===== config.mk =====
export PLATFORM = sky130hd
export DESIGN_NAME = prog_run_ctrl
export DESIGN_NICKNAME = d
export VERILOG_FILES = /design/src/rtl/prog_run_ctrl.sv
export SDC_FILE = /design/constraint.sdc
export NUM_CORES = 1
export LEC_CHECK = 0
export CORE_ASPECT_RATIO = 1.75
export CORE_UTILIZATION = 30
export DETAILED_ROUTE_END_ITERATION = 16
export GPL_ROUTABILITY_DRIVEN = 0
export PLACE_DENSITY = 0.66
export SLEW_MARGIN = 20
export SYNTH_ARGS = -nofsm -noshare
export SYNTH_HDL_FRONTEND = slang
export SYNTH_SLANG_ARGS = --single-unit

===== constraint.sdc =====
create_clock -name clk -period 1.9 [get_ports clk]
set_clock_uncertainty 0.15 [all_clocks]
set_input_delay 0.38 -clock clk [delete_from_list [all_inputs] [get_ports clk]]
set_output_delay 0.38 -clock clk [all_outputs]
set_load 0.05 [all_outputs]

===== src/rtl/prog_run_ctrl.sv =====
// Run supervisor for the 9-bit-ISA core. It handles the start handshake, program
// slot selection, core reset/run gating, halt and stuck-PC detection, a watchdog
// and a saturating cycle count.
// Ports: clk/reset (synchronous, active-high); start (level, fall launches), prog_sel;
//        pc/instruction from the core; core_reset/core_run/start_pc drive the core;
//        done/timeout/busy/halt_cause/cycle_count report the run status.
// Latency: every output is registered, so status flags appear one cycle after detection.
// Backpressure: none. The core is gated through core_run, and start is sampled every cycle.
module prog_run_ctrl #(
    parameter int        PC_W        = 7,
    parameter int        INST_W      = 9,
    parameter int        CYC_W       = 10,
    parameter int        TIMEOUT     = 1000,
    parameter logic [2:0] HALT_OPC   = 3'b111,
    parameter int        STALL_LIM   = 2,
    parameter int        NUM_PROGS   = 4,
    parameter int        PROG_STRIDE = 32,
    localparam int       SW          = (NUM_PROGS > 1) ? $clog2(NUM_PROGS) : 1
) (
    input  logic              clk,
    input  logic              reset,
    input  logic              start,
    input  logic [SW-1:0]     prog_sel,
    input  logic [PC_W-1:0]   pc,
    input  logic [INST_W-1:0] instruction,
    output logic              core_reset,
    output logic              core_run,
    output logic [PC_W-1:0]   start_pc,
    output logic              done,
    output logic              timeout,
    output logic              busy,
    output logic [1:0]        halt_cause,
    output logic [CYC_W-1:0]  cycle_count
);

    localparam int SC_W = (STALL_LIM > 1) ? $clog2(STALL_LIM + 1) : 1;

    typedef enum logic [2:0] {
        IDLE,
        ARMED,
        RUN,
        HALTED,
        TIMED_OUT
    } state_t;

    state_t          state;
    logic            start_q;
    logic [SW-1:0]   prog_sel_q;
    logic [PC_W-1:0] pc_prev;
    logic [SC_W-1:0] stall_cnt;
    logic            first_cyc;

    logic            start_rise;
    logic            start_fall;
    logic            halt_hit;
    logic            stall_hit;
    logic            tmo_hit;
    logic [SW-1:0]   sel_slot;

    assign start_rise = start & ~start_q;
    assign start_fall = ~start & start_q;

    // The halt opcode only counts when all of its operand bits are zero.
    assign halt_hit = (instruction[INST_W-1 -: 3] == HALT_OPC) &&
                      (instruction[INST_W-4:0] == '0);

    // stall_cnt already holds STALL_LIM-1 consecutive repeats, so one more
    // repeat completes the stall. The first RUN cycle has no valid pc_prev.
    assign stall_hit = !first_cyc && (pc == pc_prev) &&
                       (stall_cnt == SC_W'(STALL_LIM - 1));

    assign tmo_hit = (cycle_count == CYC_W'(TIMEOUT - 1));

    // Slot indices outside the populated range fall back to slot 0.
    assign sel_slot = (32'(prog_sel) >= NUM_PROGS) ? '0 : prog_sel;

    // The entry PC is a constant multiple of a registered slot index. It only
    // changes when prog_sel_q is relatched, and it wraps modulo 2**PC_W.
    assign start_pc = PC_W'(32'(prog_sel_q) * PROG_STRIDE);

    always_ff @(posedge clk) begin
        if (reset) begin
            state       <= IDLE;
            start_q     <= 1'b0;
            prog_sel_q  <= '0;
            pc_prev     <= '0;
            stall_cnt   <= '0;
            first_cyc   <= 1'b0;
            core_reset  <= 1'b1;
            core_run    <= 1'b0;
            done        <= 1'b0;
            timeout     <= 1'b0;
            busy        <= 1'b0;
            halt_cause  <= 2'd0;
            cycle_count <= '0;
        end else begin
            start_q <= start;
            if (start_rise) begin
                // A rising edge on start re-arms from any state and aborts a live run.
                state       <= ARMED;
                prog_sel_q  <= sel_slot;
                done        <= 1'b0;
                timeout     <= 1'b0;
                halt_cause  <= 2'd0;
                cycle_count <= '0;
                core_reset  <= 1'b1;
                core_run    <= 1'b0;
                busy        <= 1'b0;
            end else begin
                case (state)
                    IDLE: begin
                        core_reset <= 1'b1;
                        core_run   <= 1'b0;
                        busy       <= 1'b0;
                    end
                    ARMED: begin
                        if (start_fall) begin
                            state      <= RUN;
                            core_reset <= 1'b0;
                            core_run   <= 1'b1;
                            busy       <= 1'b1;
                            first_cyc  <= 1'b1;
                            stall_cnt  <= '0;
                        end
                    end
                    RUN: begin
                        if (cycle_count != '1) begin
                            cycle_count <= cycle_count + 1'b1;
                        end
                        pc_prev   <= pc;
                        first_cyc <= 1'b0;
                        if (!first_cyc) begin
                            stall_cnt <= (pc == pc_prev) ? SC_W'(stall_cnt + 1'b1) : '0;
                        end
                        if (halt_hit || stall_hit) begin
                            state      <= HALTED;
                            done       <= 1'b1;
                            halt_cause <= halt_hit ? 2'd1 : 2'd2;
                            core_run   <= 1'b0;
                            core_reset <= 1'b0;
                            busy       <= 1'b0;
                        end else if (tmo_hit) begin
                            state      <= TIMED_OUT;
                            timeout    <= 1'b1;
                            halt_cause <= 2'd3;
                            core_run   <= 1'b0;
                            core_reset <= 1'b0;
                            busy       <= 1'b0;
                        end
                    end
                    HALTED, TIMED_OUT: begin
                        // The core is frozen but not reset, so its state can be inspected.
                        core_run   <= 1'b0;
                        core_reset <= 1'b0;
                        busy       <= 1'b0;
                    end
                    default: begin
                        state <= IDLE;
                    end
                endcase
            end
        end
    end

endmodule


==> impl.org, run 1 <==
** Route
- For this run, design rule violations remaining after detail routing come to 0.
- The routed layout has 1665 vias.
- Dividing the detail-routed via count by the number of cells gives 4.80.
- Iteration count of the initial detailed-routing pass :: 4
- Detail-routed net length per standard cell :: 12.3 um
- Wires add up to 4270 um.
- In this run the remaining antenna-violating nets after routing total 0.
- The detailed router finished its first iteration with 21 violations.

** Die
- Measured along the y axis, the die boundary spans 102 um.
- Die outline width :: 59.0 um
- Row generation in the floorplan step produced 36 rows.
- Once the floorplan was initialized, standard cells occupied 30.8% of the core.
- 45 I/O pins were placed.
- Area inside the core boundary :: 0.00554 mm2
- The floorplan step defined a die boundary enclosing 0.00600 mm2.

** Pwr
- Switching power total :: 349 uW
- The internal power of the cells totals 1.03 mW.
- Clock power share :: 39.8%
- Power density relative to cell area :: 545 mW/mm2
- Worst vdd rail ir drop :: 490 uV
- Share of power burned in registers :: 48.6%
- Comb pwr share :: 11.6%
- For this design the static power due to leakage is 0.993 nW.
- Sw Share :: 25.3%

** Global route
- Met2 global-route usage :: 29.5%
- In the global route stage, overall resource usage came out at 15.3%.
- Global-route met3 utilization :: 3.07%
- Global route hottest layer :: met2
- The first global-routing pass estimated 6880 um of wire.
- The initial antenna violation count is 0.
- For met1 alone, demand over resource in global routing was 14.6%.
- Maximum number of pins on one net before global-route repair :: 16
- Aggregate global routing overflow :: 0
- The number of global-route vias before repair came to 1623.

** Final layout
- After the last flow step, the layout net total stands at 295.
- Cells with a size suffix above 1 make up 33.2% of the layout.
- The area growth from synthesis to layout is 48.5%.
- Measured on the finished design, the core utilization comes to 45.7%.
- Post-Layout Cell Count :: 347
- ANT cells :: 0

** Setup path
- The worst setup path is captured at a flop.
- WP data arrival :: 2020 ps
- Of all nets on the critical path, the largest fanout is 2.
- Startpoint class of the critical path :: primary input
- Data required time at the worst endpoint :: 1960 ps
- Critical setup path kind :: in -> reg

** Synth
- Post-Synth Adder-Cell Area :: 2.94%
- The most used flip-flop cell after synthesis is sky130_fd_sc_hd__dfxtp_1.
- Yosys printed 0 warnings.
- Summing the areas of all compound-gate instances in the mapped netlist gives 17.3% of the synthesized area.
- XOR/XNOR Fraction of Synth Area :: 6.17%
- Number of synthesized flops with an enable pin :: 0
- By area, the combinational part of the netlist is dominated by simple AND/OR/NAND/NOR gates.
- Share of synthesized registers carrying an async set or reset :: 0%
- In this run, synthesis produced a sequential element count of 32.
- In this run the mean area of a mapped cell was 8.65 um2.
- The cell count after synthesis came out at 197.
- Share of synthesized area spent on multiplexers :: 2.35%
- Fraction of the mapped netlist area in simple logic gates :: 26.8%
- For this run, the register share of the synthesized area comes to 37.6%.
- The mapped netlist covers 0.00170 mm2.
- Counting distinct cell types in the post-synthesis netlist gives 49.

** Outcome
- The run finished, with violations left.
- The checks that failed: negative setup slack.

** STA
- Final critical-path required period :: 1960 ps
- Crit share post-route :: 103%
- Hold timing on the final database bottoms out at a slack of 286 ps.
- Based on the critical path, the design can be clocked at up to 511 MHz.
- Once routing completed, OpenROAD measured the worst setup slack at -57.5 ps.
- RSZ-0062 raised after global routing :: true
- The number of hold-slack violations in the final timing report was 0.
- Final count of pins violating max slew :: 0
- Final setup viols :: 2

** Run
- The tool flagged a number of max-cap violations equal to 0.

** Clock tree
- Clock tree synthesis inserted a total of 5 buffers.
- TritonCTS built the clock tree.
- After clock tree synthesis, the clock-pin slew on the worst setup and hold paths is 70 ps.
- For this design, the sink count on the clock tree is 32.
- Longest Clk Path Bufs :: 2
- In this run the clock root is driven by a sky130_fd_sc_hd__clkbuf_8.
- Clk Latency, worst-skew pair :: 290 ps
- Buffers inserted to repair hold after CTS numbered 0.
- The clock tree synthesis step divided the H-tree into 2 levels.

** Worst hold path
- The min-delay analysis places its worst path in the category in -> reg.

** Place
- Timing analysis after detailed placement gives a worst setup slack of -586 ps.
- Total instance count after detailed placement :: 333
- Once detailed placement completed, the half-perimeter wirelength came to 3300 um.
- Port Buffer Count :: 39
-- cells in the final DEF, fill, tap and decap left out, drive strengths merged, types with 3 or more instances in the layout --
master         netlist  routed
a211oi               3       3
inv                  7       7
or4b                 4       4
nand2b               4       4
nand3b               3       3
clkdlybuf4s50        0      13
nand4                3       3
a21o                 3       3
nor4                 4       4
nand2               23      23
clkbuf               3       6
o211ai               4       4
nor2                23      23
conb                 1       5
a21oi               13      13
a2111oi              3       3
buf                 11      56
o21ai                5       5
dfxtp               32      32
mux2i                4       4
or4                  3       3
xor2                 9       9
dlygate4sd2          0       5
xnor2                3       3
ha                   4       4
-- critical path: stages --
cell                            delay [ps]
sky130_fd_sc_hd__dlygate4sd2_1         250
sky130_fd_sc_hd__xor2_1                160
sky130_fd_sc_hd__or4_4                 520
sky130_fd_sc_hd__or4b_4                540
sky130_fd_sc_hd__o31ai_2               170
-- kinds of logic after synthesis --
logic type	count (synthesis)
compound gates	42
xor+xnor	12
flops	32
buf+inv	21
other cells	1
mux	4
fa+ha+maj	4
simple gates	81
-- through the flow --
stage / area, um2 / TNS (ps) / total power, mW
final: 2530 / -114 / 1.38
after CTS: 2480 / -193 / 1.40
after detailed placement: 2360 / -5860 / 0.846
after global placement: 2360 / -5560 / 0.844
after global routing: 2530 / -534 / 1.44
after floorplan: 1770 / -249 / 0.773
-- final cells by class --
type,count,area [um2]
multi-input combinational,148,1020
sequential,32,667
fill,552,3010
inverter,7,26.3
clock buffer,6,82.6
tap,76,95.1
timing repair buffer,76,624
clock inverter,2,10.0
-- sequential cells by signal, summed over array words and instances (netlist names) --
signal       count
pc_prev          7
halt_cause       2
busy             1
start_q          1
prog_sel_q       2
state            3
timeout          1
done             1
cycle_count     10
first_cyc        1
stall_cnt        2
core_reset       1
-- synth_stat cells, types with 2 or more instances --
cell	count	area, um2
sky130_fd_sc_hd__mux2i_1	4	40.0
sky130_fd_sc_hd__o2111ai_1	2	17.5
sky130_fd_sc_hd__a211oi_1	3	22.5
sky130_fd_sc_hd__or4_1	3	22.5
sky130_fd_sc_hd__ha_1	4	50.1
sky130_fd_sc_hd__dfxtp_1	32	641
sky130_fd_sc_hd__buf_4	6	45.0
sky130_fd_sc_hd__nand4bb_1	2	22.5
sky130_fd_sc_hd__or4b_1	3	30.0
sky130_fd_sc_hd__a21o_1	3	22.5
sky130_fd_sc_hd__buf_2	3	15.0
sky130_fd_sc_hd__nand2b_1	4	25.0
sky130_fd_sc_hd__nor4b_1	2	17.5
sky130_fd_sc_hd__a2111oi_0	2	17.5
sky130_fd_sc_hd__inv_1	7	26.3
sky130_fd_sc_hd__o211ai_1	4	30.0
sky130_fd_sc_hd__clkbuf_1	3	11.3
sky130_fd_sc_hd__nand3b_1	3	22.5
sky130_fd_sc_hd__nand4_1	3	18.8
sky130_fd_sc_hd__or2_2	2	12.5
sky130_fd_sc_hd__a21oi_1	13	65.1
sky130_fd_sc_hd__o31ai_2	2	25.0
sky130_fd_sc_hd__xnor2_1	3	26.3
sky130_fd_sc_hd__nor4_1	3	18.8
sky130_fd_sc_hd__nor2_1	23	86.3
sky130_fd_sc_hd__o21ai_0	5	25.0
sky130_fd_sc_hd__nand2_1	23	86.3
sky130_fd_sc_hd__xor2_1	9	78.8
-- power by group through the flow --
stage               clock network (mW)  logic, mW  registers, mW
detailed placement                   0      0.161          0.686
global route                     0.599      0.172          0.671
global placement                     0      0.158          0.686
finish                           0.549      0.159          0.670
floorplan                            0     0.0783          0.695
CTS                              0.569      0.160          0.670
-- what timing repair did --
item                                    in CTS  in global routing
gates resized for setup                     12                  7
setup buffers                                2                  4
pin swaps                                    8                  3
endpoints found under the setup margin      12                 14
-- layer usage --
metal	vias up	routed length, um
met5	-	0
met4	0	126
met3	9	139
met2	36	2390
met1	775	1620
li1	845	-
-- final timing paths --
check                                start           end  slack, ps  depth (start not counted)
worst max-delay path                 pc[1]  stall_cnt[0]        -60                          5
worst min register to register  pc_prev[6]    pc_prev[6]        310                          2
worst max register to register  pc_prev[6]  stall_cnt[0]        -60                          4
worst min-delay path                 pc[6]    pc_prev[6]        290                          3
Power figures use the tool's default switching activity.
==> run 2: changes to the inputs <==
--- a/config.mk
+++ b/config.mk
@@ -5,11 +5,13 @@
 export SDC_FILE = /design/constraint.sdc
 export NUM_CORES = 1
 export LEC_CHECK = 0
+export CELL_PAD_IN_SITES_DETAIL_PLACEMENT = 1
+export CELL_PAD_IN_SITES_GLOBAL_PLACEMENT = 1
 export CORE_ASPECT_RATIO = 1.75
 export CORE_UTILIZATION = 30
 export DETAILED_ROUTE_END_ITERATION = 16
 export GPL_ROUTABILITY_DRIVEN = 0
-export PLACE_DENSITY = 0.66
+export PLACE_DENSITY = 0.81
 export SLEW_MARGIN = 20
 export SYNTH_ARGS = -nofsm -noshare
 export SYNTH_HDL_FRONTEND = slang
==> impl.org, run 2 (same netlist as run 1, synthesis figures left out) <==
** Setup path
- WP data arrival :: 2030 ps (about the same)
- The required arrival time at the worst endpoint is 1960 ps (about the same).
- By startpoint and endpoint, the worst setup path is classified as reg -> reg.
- The worst setup path is launched from a flop.
- The worst setup path is captured at a flop.
- Critical Path Fanout Max :: 2 (unchanged)

** Pwr
- Clock power share :: 37.7% (-2.1 points)
- Cell Int Power :: 992 uW (-3.6%)
- The largest voltage drop on the vdd net was 371 uV (-24%).
- Comb pwr share :: 12.2% (+0.6 points)
- The fraction of power spent switching nets was 25.9% (+0.62 points).
- The power spent charging and discharging nets came to 347 uW (-0.45%).
- The leakage power summed over all cells was 0.984 nW (-0.99%).
- Share of power burned in registers :: 50.1% (+1.5 points)
- The power density normalized to cell area is 527 mW/mm2 (-3.2%).
- PnR Total Power :: 1.34 mW (-2.8%)

** Final layout
- The fraction of final layout cells with drive strength greater than 1 was 34.3% (+1.1 points).
- The number of flip-flops in the largest register is 10 (unchanged).
- The number of filler cells placed in the layout was 688 (+25%).
- The area of combinational cells with multiple inputs is 0.00103 mm2 (+0.73%).
- Leaving out fill and tap cells, the most frequent cell in the layout is sky130_fd_sc_hd__buf_4.
- The area growth from synthesis to layout is 49.0%.
- The number of diodes added for antenna fixing was 0 (unchanged).
- The final layout net count came to 296 (+0.34%).
- The storage element area came to 669 um2 (+0.38%).
- Highest-count cells in the layout ignoring fill and taps :: sky130_fd_sc_hd__buf_4, sky130_fd_sc_hd__nor2_1, sky130_fd_sc_hd__nand2_1
- Top reg by flops :: cycle_count
- Largest registers :: cycle_count x10, pc_prev x7, state x3

** STA
- Final critical-path required period :: 1970 ps (+10.9 ps)
- The total negative slack is -255 ps (-141 ps).
- The number of hold-slack violations in the final timing report came to 0 (unchanged).
- Fin worst setup slack :: -68.4 ps (-10.9 ps)
- The count of endpoints failing setup in the final report was 6 (+4).
- The maximum frequency from static timing analysis is 508 MHz (-0.55%).
- Crit share post-route :: 104% (+0.57 points)
- The max-slew violation total from the final report came to 0 (unchanged).
- The worst hold slack after final layout was 229 ps (-57.1 ps).
- Setup repair after global routing could not meet its margin everywhere.

** Clock tree
- Clock root buffer master :: sky130_fd_sc_hd__clkbuf_8
- Level count of the clock H-tree :: 2 (unchanged)
- Number of buffers created by CTS :: 5 (unchanged)
- Clk Latency, worst-skew pair :: 290 ps (about the same)
- Clock tree from TritonCTS :: yes
- The count of clock tree sinks came to 32 (unchanged).
- Clock input transition at the sequential cells of the worst setup and hold paths :: 70 ps (about the same)
- Longest Clk Path Bufs :: 2 (unchanged)

** Place
- The worst setup slack before clock tree synthesis is -606 ps (-19.7 ps).
- Port Buffer Count :: 39 (unchanged)
- The placed wire-length estimate after detailed placement is 3720 um (+13%).

** Global route
- GR Util All Layers :: 17.3% (+2.0 points)
- The number of global-route vias before repair was 1751 (+7.9%).
- Aggregate global routing overflow :: 0 (unchanged)
- The global-route wire length before repair came to 7850 um (+14%).
- The initial antenna violation count came to 0 (unchanged).
- Maximum number of pins on one net before global-route repair :: 17 (+1)

** Die
- The total die area is 0.00600 mm2 (unchanged).
- Die outline width :: 59.0 um (unchanged)
- The count of pins on the block boundary was 45 (unchanged).
- Starting density of the core :: 30.8% (unchanged)
- The number of standard-cell rows in the floorplan is 36 (unchanged).
- The area of the core was 0.00554 mm2 (unchanged).
- Die outline height :: 102 um (unchanged)

** Outcome
- Violated checks :: negative setup slack
- The run finished, with violations left.

** Route
- The number of nets with antenna violations after routing came to 0 (unchanged).
- Iteration count of the initial detailed-routing pass :: 4 (unchanged)
- Vias :: 1700 (+2.1%)
- DRC violation total after the first TritonRoute iteration :: 27 (+29%)
- The DRC violation count after routing is 0 (unchanged).
- Detail-routed net length per standard cell :: 13.9 um (+13%)
- Vias/cell :: 4.90 (+2.1%)
- Total Wirelength :: 4820 um (+13%)

** Worst hold path
- In this run the worst hold path is classified as in -> reg.

** Run
- The total of max-cap violations is 0 (unchanged).
[run 2: final timing paths]
kind               from            to  slack, ps  cells past startpoint
max reg2reg  pc_prev[6]  stall_cnt[1]        -70                      4
max          pc_prev[6]  stall_cnt[1]        -70                      4
min               pc[6]    pc_prev[6]        230                      3
min reg2reg     timeout       timeout        310                      1
[run 2: power groups by stage]
stage                     registers, mW  logic (mW)  clock network, mW
final                             0.671       0.163              0.505
after global routing              0.671       0.175              0.542
after CTS                         0.671       0.161              0.526
after detailed placement          0.686       0.163                  0
after global placement            0.686       0.160                  0
after floorplan                   0.695      0.0783                  0
[run 2: what timing repair did]
action / in CTS / in global routing
buffers inserted: 1 / 5
hold buffers: 0 / 0
gates cloned: 0 / 0
endpoints found under the setup margin: 12 / 12
pin swaps: 6 / 4
resized for setup: 9 / 12
[run 2: critical path, stage by stage, from the launching register on]
cell	delay, ps
sky130_fd_sc_hd__dfxtp_2	330
sky130_fd_sc_hd__xor2_2	140
sky130_fd_sc_hd__or4_4	540
sky130_fd_sc_hd__or4b_4	560
sky130_fd_sc_hd__o31ai_2	180
[run 2: through the flow]
stage	instances	utilization, %	instance area [um2]
floorplan	201	-	1770
global placement	334	42.9	2380
detailed placement	334	42.9	2380
CTS	342	44.4	2460
global route	347	45.8	2540
finish	347	45.8	2540
[run 2: area by class of cell]
| class | instances | area share (%) |
|---|---|---|
| inverter | 7 | 1.03 |
| tap | 76 | 3.74 |
| sequential | 32 | 26.4 |
| timing repair buffer | 77 | 25.2 |
| clock inverter | 1 | 0.197 |
| clock buffer | 6 | 2.86 |
| multi-input combinational | 148 | 40.6 |
[run 2: metal layers]
layer  wire length (um)  GRT usage [%]  up-vias  share of wire (%)
met1               1810           17.2      826                 38
met2               2820           33.7       27                 58
met5                  0              0        -                  0
li1                   -              -      840                  -
met3                106           2.68        7                2.2
met4                 84           7.88        0                1.7
